### src/rtl/program_loader.sv
// program_loader: byte-stream program loader driving unified memory port A.
// Accepts a length-prefixed little-endian byte stream, packs it into 32-bit
// words and stores them from word 0 upward while holding the CPU.
// Optional feature macro: LOADER_CHECKSUM_EN adds an XOR trailer check.
module program_loader #(
  parameter int ADDR_WIDTH = 10
) (
  input  logic                  CLK,
  input  logic                  RST,
  input  logic                  Start,
  input  logic [7:0]            Rx_Data,
  input  logic                  Rx_Valid,
  output logic                  Rx_Ready,
  output logic                  MEM_W_En,
  output logic [2:0]            MEM_Control,
  output logic [ADDR_WIDTH+1:0] RW_Addr,
  output logic [31:0]           W_Data,
  output logic                  CPU_Hold,
  output logic                  Done,
  output logic                  Error
);

  localparam logic [2:0]  MEM_WORD = 3'b010;
  localparam int unsigned CW       = ADDR_WIDTH + 1;
  localparam logic [16:0] MAX_LEN  = 17'd1 << ADDR_WIDTH;

  typedef enum logic [2:0] {
    S_IDLE,
    S_LEN_LO,
    S_LEN_HI,
    S_DATA,
    S_WRITE,
`ifdef LOADER_CHECKSUM_EN
    S_CHECK,
`endif
    S_DONE,
    S_ERR
  } state_t;

  state_t          state, state_n;
  logic [15:0]     len_q;
  logic [CW-1:0]   word_idx;
  logic [1:0]      byte_idx;
  logic            accept;
  logic [15:0]     len_full;
  logic            last_word;
  logic            ready_n, hold_n, done_n, err_n, wen_n;
`ifdef LOADER_CHECKSUM_EN
  logic [7:0]      checksum;
`endif

  assign MEM_Control = MEM_WORD;
  assign accept      = Rx_Valid && Rx_Ready;
  assign len_full    = {Rx_Data, len_q[7:0]};
  // Compared before the increment in a wide domain so len == 2**ADDR_WIDTH cannot wrap
  assign last_word   = (32'(word_idx) + 32'd1) == {16'd0, len_q};

  // Next-state selection
  always_comb begin
    state_n = state;
    case (state)
      S_IDLE, S_DONE, S_ERR: begin
        if (Start) state_n = S_LEN_LO;
      end
      S_LEN_LO: begin
        if (accept) state_n = S_LEN_HI;
      end
      S_LEN_HI: begin
        if (accept) begin
          if ({1'b0, len_full} > MAX_LEN) begin
            state_n = S_ERR;
          end else if (len_full == 16'd0) begin
`ifdef LOADER_CHECKSUM_EN
            state_n = S_CHECK;
`else
            state_n = S_DONE;
`endif
          end else begin
            state_n = S_DATA;
          end
        end
      end
      S_DATA: begin
        if (accept && byte_idx == 2'd3) state_n = S_WRITE;
      end
      S_WRITE: begin
        if (last_word) begin
`ifdef LOADER_CHECKSUM_EN
          state_n = S_CHECK;
`else
          state_n = S_DONE;
`endif
        end else begin
          state_n = S_DATA;
        end
      end
`ifdef LOADER_CHECKSUM_EN
      S_CHECK: begin
        if (accept) state_n = (Rx_Data == checksum) ? S_DONE : S_ERR;
      end
`endif
      default: state_n = S_IDLE;
    endcase
  end

  // Output levels for the upcoming state; registered below so they follow state exactly
  always_comb begin
    ready_n = 1'b0;
    hold_n  = 1'b1;
    done_n  = 1'b0;
    err_n   = 1'b0;
    wen_n   = 1'b0;
    case (state_n)
      S_IDLE:   hold_n = 1'b0;
      S_LEN_LO: ready_n = 1'b1;
      S_LEN_HI: ready_n = 1'b1;
      S_DATA:   ready_n = 1'b1;
      S_WRITE:  wen_n = 1'b1;
`ifdef LOADER_CHECKSUM_EN
      S_CHECK:  ready_n = 1'b1;
`endif
      S_DONE: begin
        hold_n = 1'b0;
        done_n = 1'b1;
      end
      S_ERR:    err_n = 1'b1;
      default:  hold_n = 1'b0;
    endcase
  end

  // State register and registered control outputs
  always_ff @(posedge CLK or posedge RST) begin
    if (RST) begin
      state    <= S_IDLE;
      Rx_Ready <= 1'b0;
      CPU_Hold <= 1'b0;
      Done     <= 1'b0;
      Error    <= 1'b0;
      MEM_W_En <= 1'b0;
    end else begin
      state    <= state_n;
      Rx_Ready <= ready_n;
      CPU_Hold <= hold_n;
      Done     <= done_n;
      Error    <= err_n;
      MEM_W_En <= wen_n;
    end
  end

  // Datapath: length capture, word assembly, store address and indices
  always_ff @(posedge CLK or posedge RST) begin
    if (RST) begin
      len_q    <= '0;
      word_idx <= '0;
      byte_idx <= '0;
      RW_Addr  <= '0;
      W_Data   <= '0;
    end else begin
      case (state)
        S_IDLE, S_DONE, S_ERR: begin
          if (Start) begin
            word_idx <= '0;
            byte_idx <= '0;
          end
        end
        S_LEN_LO: begin
          if (accept) len_q[7:0] <= Rx_Data;
        end
        S_LEN_HI: begin
          if (accept) len_q[15:8] <= Rx_Data;
        end
        S_DATA: begin
          if (accept) begin
            W_Data[8*byte_idx +: 8] <= Rx_Data;
            byte_idx <= byte_idx + 2'd1;
            // Address is set as the 4th byte lands so it is valid throughout WRITE
            if (byte_idx == 2'd3) RW_Addr <= {word_idx[ADDR_WIDTH-1:0], 2'b00};
          end
        end
        S_WRITE: begin
          word_idx <= word_idx + 1'b1;
        end
        default: begin
        end
      endcase
    end
  end

`ifdef LOADER_CHECKSUM_EN
  // Running XOR of payload bytes only (length bytes excluded)
  always_ff @(posedge CLK or posedge RST) begin
    if (RST) begin
      checksum <= '0;
    end else if ((state == S_IDLE || state == S_DONE || state == S_ERR) && Start) begin
      checksum <= '0;
    end else if (state == S_DATA && accept) begin
      checksum <= checksum ^ Rx_Data;
    end
  end
`endif

endmodule

### config.mk
export PLATFORM = sky130hd
export DESIGN_NAME = program_loader
export DESIGN_NICKNAME = d
export VERILOG_FILES = /design/src/rtl/program_loader.sv
export SDC_FILE = /design/constraint.sdc
export NUM_CORES = 1
export LEC_CHECK = 0
export BUFFER_PORTS_ARGS = -buffer_cell sky130_fd_sc_hd__buf_2
export CAP_MARGIN = 20
export CORE_ASPECT_RATIO = 1.4
export CORE_MARGIN = 2
export CORE_UTILIZATION = 56
export CTS_CLUSTER_SIZE = 30
export DETAILED_ROUTE_END_ITERATION = 16
export GPL_TIMING_DRIVEN = 0
export PLACE_DENSITY = 0.8
export SETUP_SLACK_MARGIN = 0.2
export SLEW_MARGIN = 20
export SYNTH_ARGS = -nofsm -noshare
export SYNTH_HDL_FRONTEND = slang
export SYNTH_SLANG_ARGS = --single-unit
export TNS_END_PERCENT = 30
### constraint.sdc
create_clock -name CLK -period 3.38 [get_ports CLK]
set_input_delay 0.507 -clock CLK [delete_from_list [all_inputs] [get_ports CLK]]
set_output_delay 0.507 -clock CLK [all_outputs]
set_load 0.02 [all_outputs]
# After elaboration in Yosys (flattened, before gate mapping)
# Index checks and enable logic that the tools add are counted.
# op_classes
eq_ne	16
n_shift	2
order_cmp	1
n_reduce_logical	15
addsub	4
muxes	19
# ops
cell	count
$neg 5->34	1
$shift 8x34->32 const A	1
$shiftx 8x34->32	1
$bwmux 32	1
$pmux 11 s2	1
$mux 3	7
$eq 3x3->1 const B	6
$eq 12x16->1	1
$gt 16x11->1 const B	1
$logic_not 16->1	1
$pmux 3 s5	1
$add 11x1->12 const B	1
$eq 3x2->1 const B	4
$add 11x1->11 const B	1
$mux 11	1
$reduce_and 2->1	4
$eq 3x1->1 const B	2
$reduce_and 3->1	2
$reduce_or 3->1	2
$mux 1	5
$reduce_or 5->1	1
$mux 2	2
$ne 2x2->1 const B	2
$pmux 2 s2	1
other kinds (5)	7
# totals
ff_bits	79
input_bits	12
word_cells	69
out_inout_bits	52

# Depth between registers and ports, before layout
# depth
depth_word	8
mapped_depth	8
mapped_depth_nobuf	7

# Least setup slack after synthesis
# No wires, ideal clock.
# synth_path
path_kind	flip-flop to flip-flop
startpoint	reg word_idx[0]
endpoint	reg Rx_Ready
setup_time_ps	131
required_ps	3249
slack_ps	1384
arrival_ps	1865
path_buffers	0
period_less_slack_ps	1996
stages_incl_launch_ff	8
path_cell_list	dfrtp_1 > ha_1 > and3_2 > xnor2_1 > o2111ai_1 > or4_4 > nor3_4 > nor3b_1
# synth_between
elab_chain_cells	7
elab_cells_between_ends	9
cone_classes	add/sub: 1; eq/ne: 4; mux: 3; reduce/logical: 1
# synth_lines
item	line	rtl
start, declared	42	logic [CW-1:0] word_idx;
start signal, assigned	181	word_idx <= word_idx + 1'b1;
$add 11x1->12 (*)	56	assign last_word = (32'(word_idx) + 32'd1) == {16'd0, len_q};
$eq 12x16->1 (*)	56	
$mux 3 (*)	87	if (last_word) begin
$pmux 3 s5 (*)	61	case (state)
$eq 3x2->1 / $eq 3x1->1 (equally long branches)	113	case (state_n)
$reduce_or 3->1 (no line) (*)	n/a	
$mux 1 (*)	113	
named net ready_n	47	logic ready_n, hold_n, done_n, err_n, wen_n;
end signal, assigned	142	Rx_Ready <= ready_n;
end, declared	13	output logic Rx_Ready,
# Mark *: on every way through the listed nets, which the timed path passes. The rest lies on a longest branch.
# A chain may end at the register's enable or synchronous reset.

# Worst setup path after layout
# Same ends and word-level chain as after synthesis.

==> results.cfg <==
[final_layout]
design_area_um2 = 4390
syn_to_final_growth_pct = 15.8
drive_gt1_share_pct = 24.1
area.sequential_um2 = 1980
fin_nets = 474
final_core_util_pct = 66.9
fillers = 526
multiInputGateArea_um2 = 1700
antenna_cells = 0

[pwr]
powerDensity_nw_per_um2 = 737
ir_worst_vdd_mv = 0.478
p_leak_uw = 0.00208

[floorplan]
die_h_um = 101
fp.dieArea_um2 = 7460
rows = 35
initial_core_util_pct = 57.8
num_io_pins = 64
core_um2 = 6570
fp.dieW_um = 73.6

[sta]
tightestPinTransition_ns = 0.883
max_freq_ghz = 0.433
finalClockSkew_ns = 0.00448
whs_ns = 0.135
relSlewSlack_pct = 41.0
rsz0062_at_grt = false
post-route-period-util_pct = 68.3
slew_viol_final = 0
setup_viol = 0
layout_min_cycle_time_ns = 2.31
final.setup.tns_ns = 0
hold_violations = 0
finalWorstSetupSlack_ns = 1.07

[cts]
htreeDepth = 3
clockBufferDepth = 2
cts_inserted_buffers = 9
hold_buffers = 0
post-cts-setup-buffers = 0
clk_pin_slew_worst_paths_ns = 0.08
cts_tree = built
root_buffer = clkbuf_8
clock_sinks = 79
cts-resized-gates = 0
clk_latency_ns = 0.35

[drt]
wirelength_um = 8390
vias = 3033
antenna_left = 0
vias_per_cell = 5.68
drt-wirelength-per-cell_um = 15.7
firstDrtPassIters = 5
route.detailed.drc = 0
drt_first_iter_violations = 171

[worst_setup_path]
worst_setup_path_start_kind = flip-flop
regToRegEndpoint = Rx_Ready$_DFF_PP0_
critPathCaptureType = flip-flop
critPathArrivalTime_ns = 2.54
worst_r2r_path_depth = 7
critPathMaxFanout = 7
crit_required_ns = 3.61
worstSetupPathType = flip-flop to flip-flop
r2r_slack_ns = 1.07
r2r-start = word_idx[0]$_DFFE_PP0P_

[grt]
grt_max_degree = 53
grt_pass1_vias = 2893
grt_pass1_wl_um = 13700
grt.total_usage_pct = 24.3
grt_overflow = 0
antenna_found_initial = 0

[flow_run]
drv_cap = 0

[placement]
postPlaceCellArea_um2 = 4220
port_buffers = 57
dpl.hpwl_um = 5900
gp_congestion = 0.828
dp_slack_ns = 1.09

[yosys]
ys.warnings.count = 0
synth_cell_types = 49
ys_ff_latch = 79
syn-instance-count = 384
yosysSeqAreaShare_pct = 52.1
synthesis.area_um2 = 3800
syn_avg_cell_area_um2 = 9.89

[outcome]
status = finished clean

[min_path]
hp-class = input pin to async pin
==> cells in the final DEF (no fill, tap or decap), types with 3 or more instances in the layout <==
master | netlist | final
conb_1 | 2 | 5
buf_2 | 3 | 60
clkbuf_1 | 12 | 14
o21ai_0 | 35 | 35
nor2_1 | 15 | 15
inv_1 | 5 | 4
nand3_1 | 9 | 9
nor3_1 | 5 | 5
dfrtp_1 | 79 | 79
mux2_1 | 4 | 4
nand4_1 | 3 | 3
mux2_2 | 21 | 21
ha_1 | 6 | 6
nand2b_1 | 3 | 3
xnor2_1 | 13 | 13
nand2_1 | 85 | 85
clkbuf_8 | 0 | 9
nor3b_1 | 4 | 4
buf_4 | 5 | 5
a21oi_1 | 5 | 5
o31ai_1 | 3 | 3
and2_1 | 4 | 4
nor2b_1 | 3 | 3
xor2_1 | 6 | 6
o21ai_1 | 20 | 20
==> cell families (layout without fill, tap and decap cells) <==
kind of cell | Yosys count | count (layout) | share of synthesized area [%]
and+or+nand+nor | 151 | 151 | 19.6
DFF | 79 | 79 | 52.1
AOI/OAI and AO/OA | 74 | 74 | 11.0
buffers and inverters | 28 | 101 | 3.36
muxes | 25 | 25 | 7.42
xor gates and xnor gates | 19 | 19 | 4.38
adders and majority gates | 6 | 6 | 1.98
other | 2 | 5 | 0.198
==> per-stage QoR <==
step,power (uW),std cells
6_report,3240,534
2_1_floorplan,2250,387
4_1_cts,3250,534
5_1_grt,3440,534
3_3_place_gp,2530,518
3_5_place_dp,2580,519
==> metal layers <==
layer  vias to the layer above  GRT usage, %  wire [um]
met1                      1495          29.8       3470
met4                         0          10.2        147
met3                        12          5.27        341
met5                         -             0          0
met2                        80          41.0       4430
li1                       1446             -          -
==> power by group <==
part           switching (uW)  leakage (uW)  total (uW)  internal, uW
combinational             716      0.000946        1190           477
sequential                178       0.00104        1380          1200
clock                     329     0.0000892         664           335
total                    1220       0.00208        3240          2020
==> how the worst max path moves through the flow <==
| stage | from | to | slack, ns | cells after the start |
|---|---|---|---|---|
| CTS | word_idx[0]$_DFFE_PP0P_ | Rx_Ready$_DFF_PP0_ | 1.09 | 7 |
| global route | state[1]$_DFF_PP0_ | word_idx[8]$_DFFE_PP0P_ | 0.96 | 7 |
| floorplan | RST | CPU_Hold$_DFF_PP0_ | 0.85 | 1 |
| global placement | RST | state[0]$_DFF_PP0_ | 0.03 | 2 |
| finish | word_idx[0]$_DFFE_PP0P_ | Rx_Ready$_DFF_PP0_ | 1.07 | 7 |
| detailed placement | Rx_Data[0] | CPU_Hold$_DFF_PP0_ | 1.09 | 6 |
==> layout make-up <==
cell class	count	area share, %
well taps	74	2.11
clock inverters	4	1.08
clock buffers	11	2.99
plain buffers	22	2.39
flip-flops and latches	79	45.0
multi-input cells	280	38.8
inverters	6	0.569
repair buffers	58	7.12
==> cell usage after synthesis, drive strengths merged <==
cell     number  area [um^2]
a211o         1         8.76
a211oi        2         15.0
a21oi         5         25.0
a221oi        1         8.76
a22oi         1         7.51
a31oi         1         6.26
and2          4         25.0
and3          3         20.0
and4          2         17.5
and4b         1         10.0
buf          10         60.1
clkbuf       12         45.0
conb          2         7.51
dfrtp        79         1980
ha            6         75.1
inv           6         22.5
mux2         25          282
nand2        86          325
nand2b        3         18.8
nand3         9         45.0
nand4         4         40.0
nor2         15         56.3
nor2b         3         18.8
nor3          8         67.6
nor3b         5         42.5
nor4          2         12.5
o2111ai       1         8.76
o211ai        1         12.5
o21ai        55          275
o2bb2ai       1         8.76
o31ai         3         22.5
o41ai         2         17.5
or2           1         6.26
or3           2         12.5
or4           3         26.3
xnor2        13          114
xor2          6         52.6
==> sequential cells by signal (all words and copies together) (netlist names), 2 cells and up <==
name / cells
W_Data: 32
word_idx: 11
byte_idx: 2
len_q: 16
RW_Addr: 10
state: 3
==> critical path: stages, from the launching register on <==
cell	delay, ns
dfrtp_1	0.47
ha_1	0.34
nand4_4	0.19
nor2_1	0.24
xnor2_1	0.10
or4_4	0.57
nor3_4	0.19
nor3b_1	0.08
(Power assumes the default switching activity.)
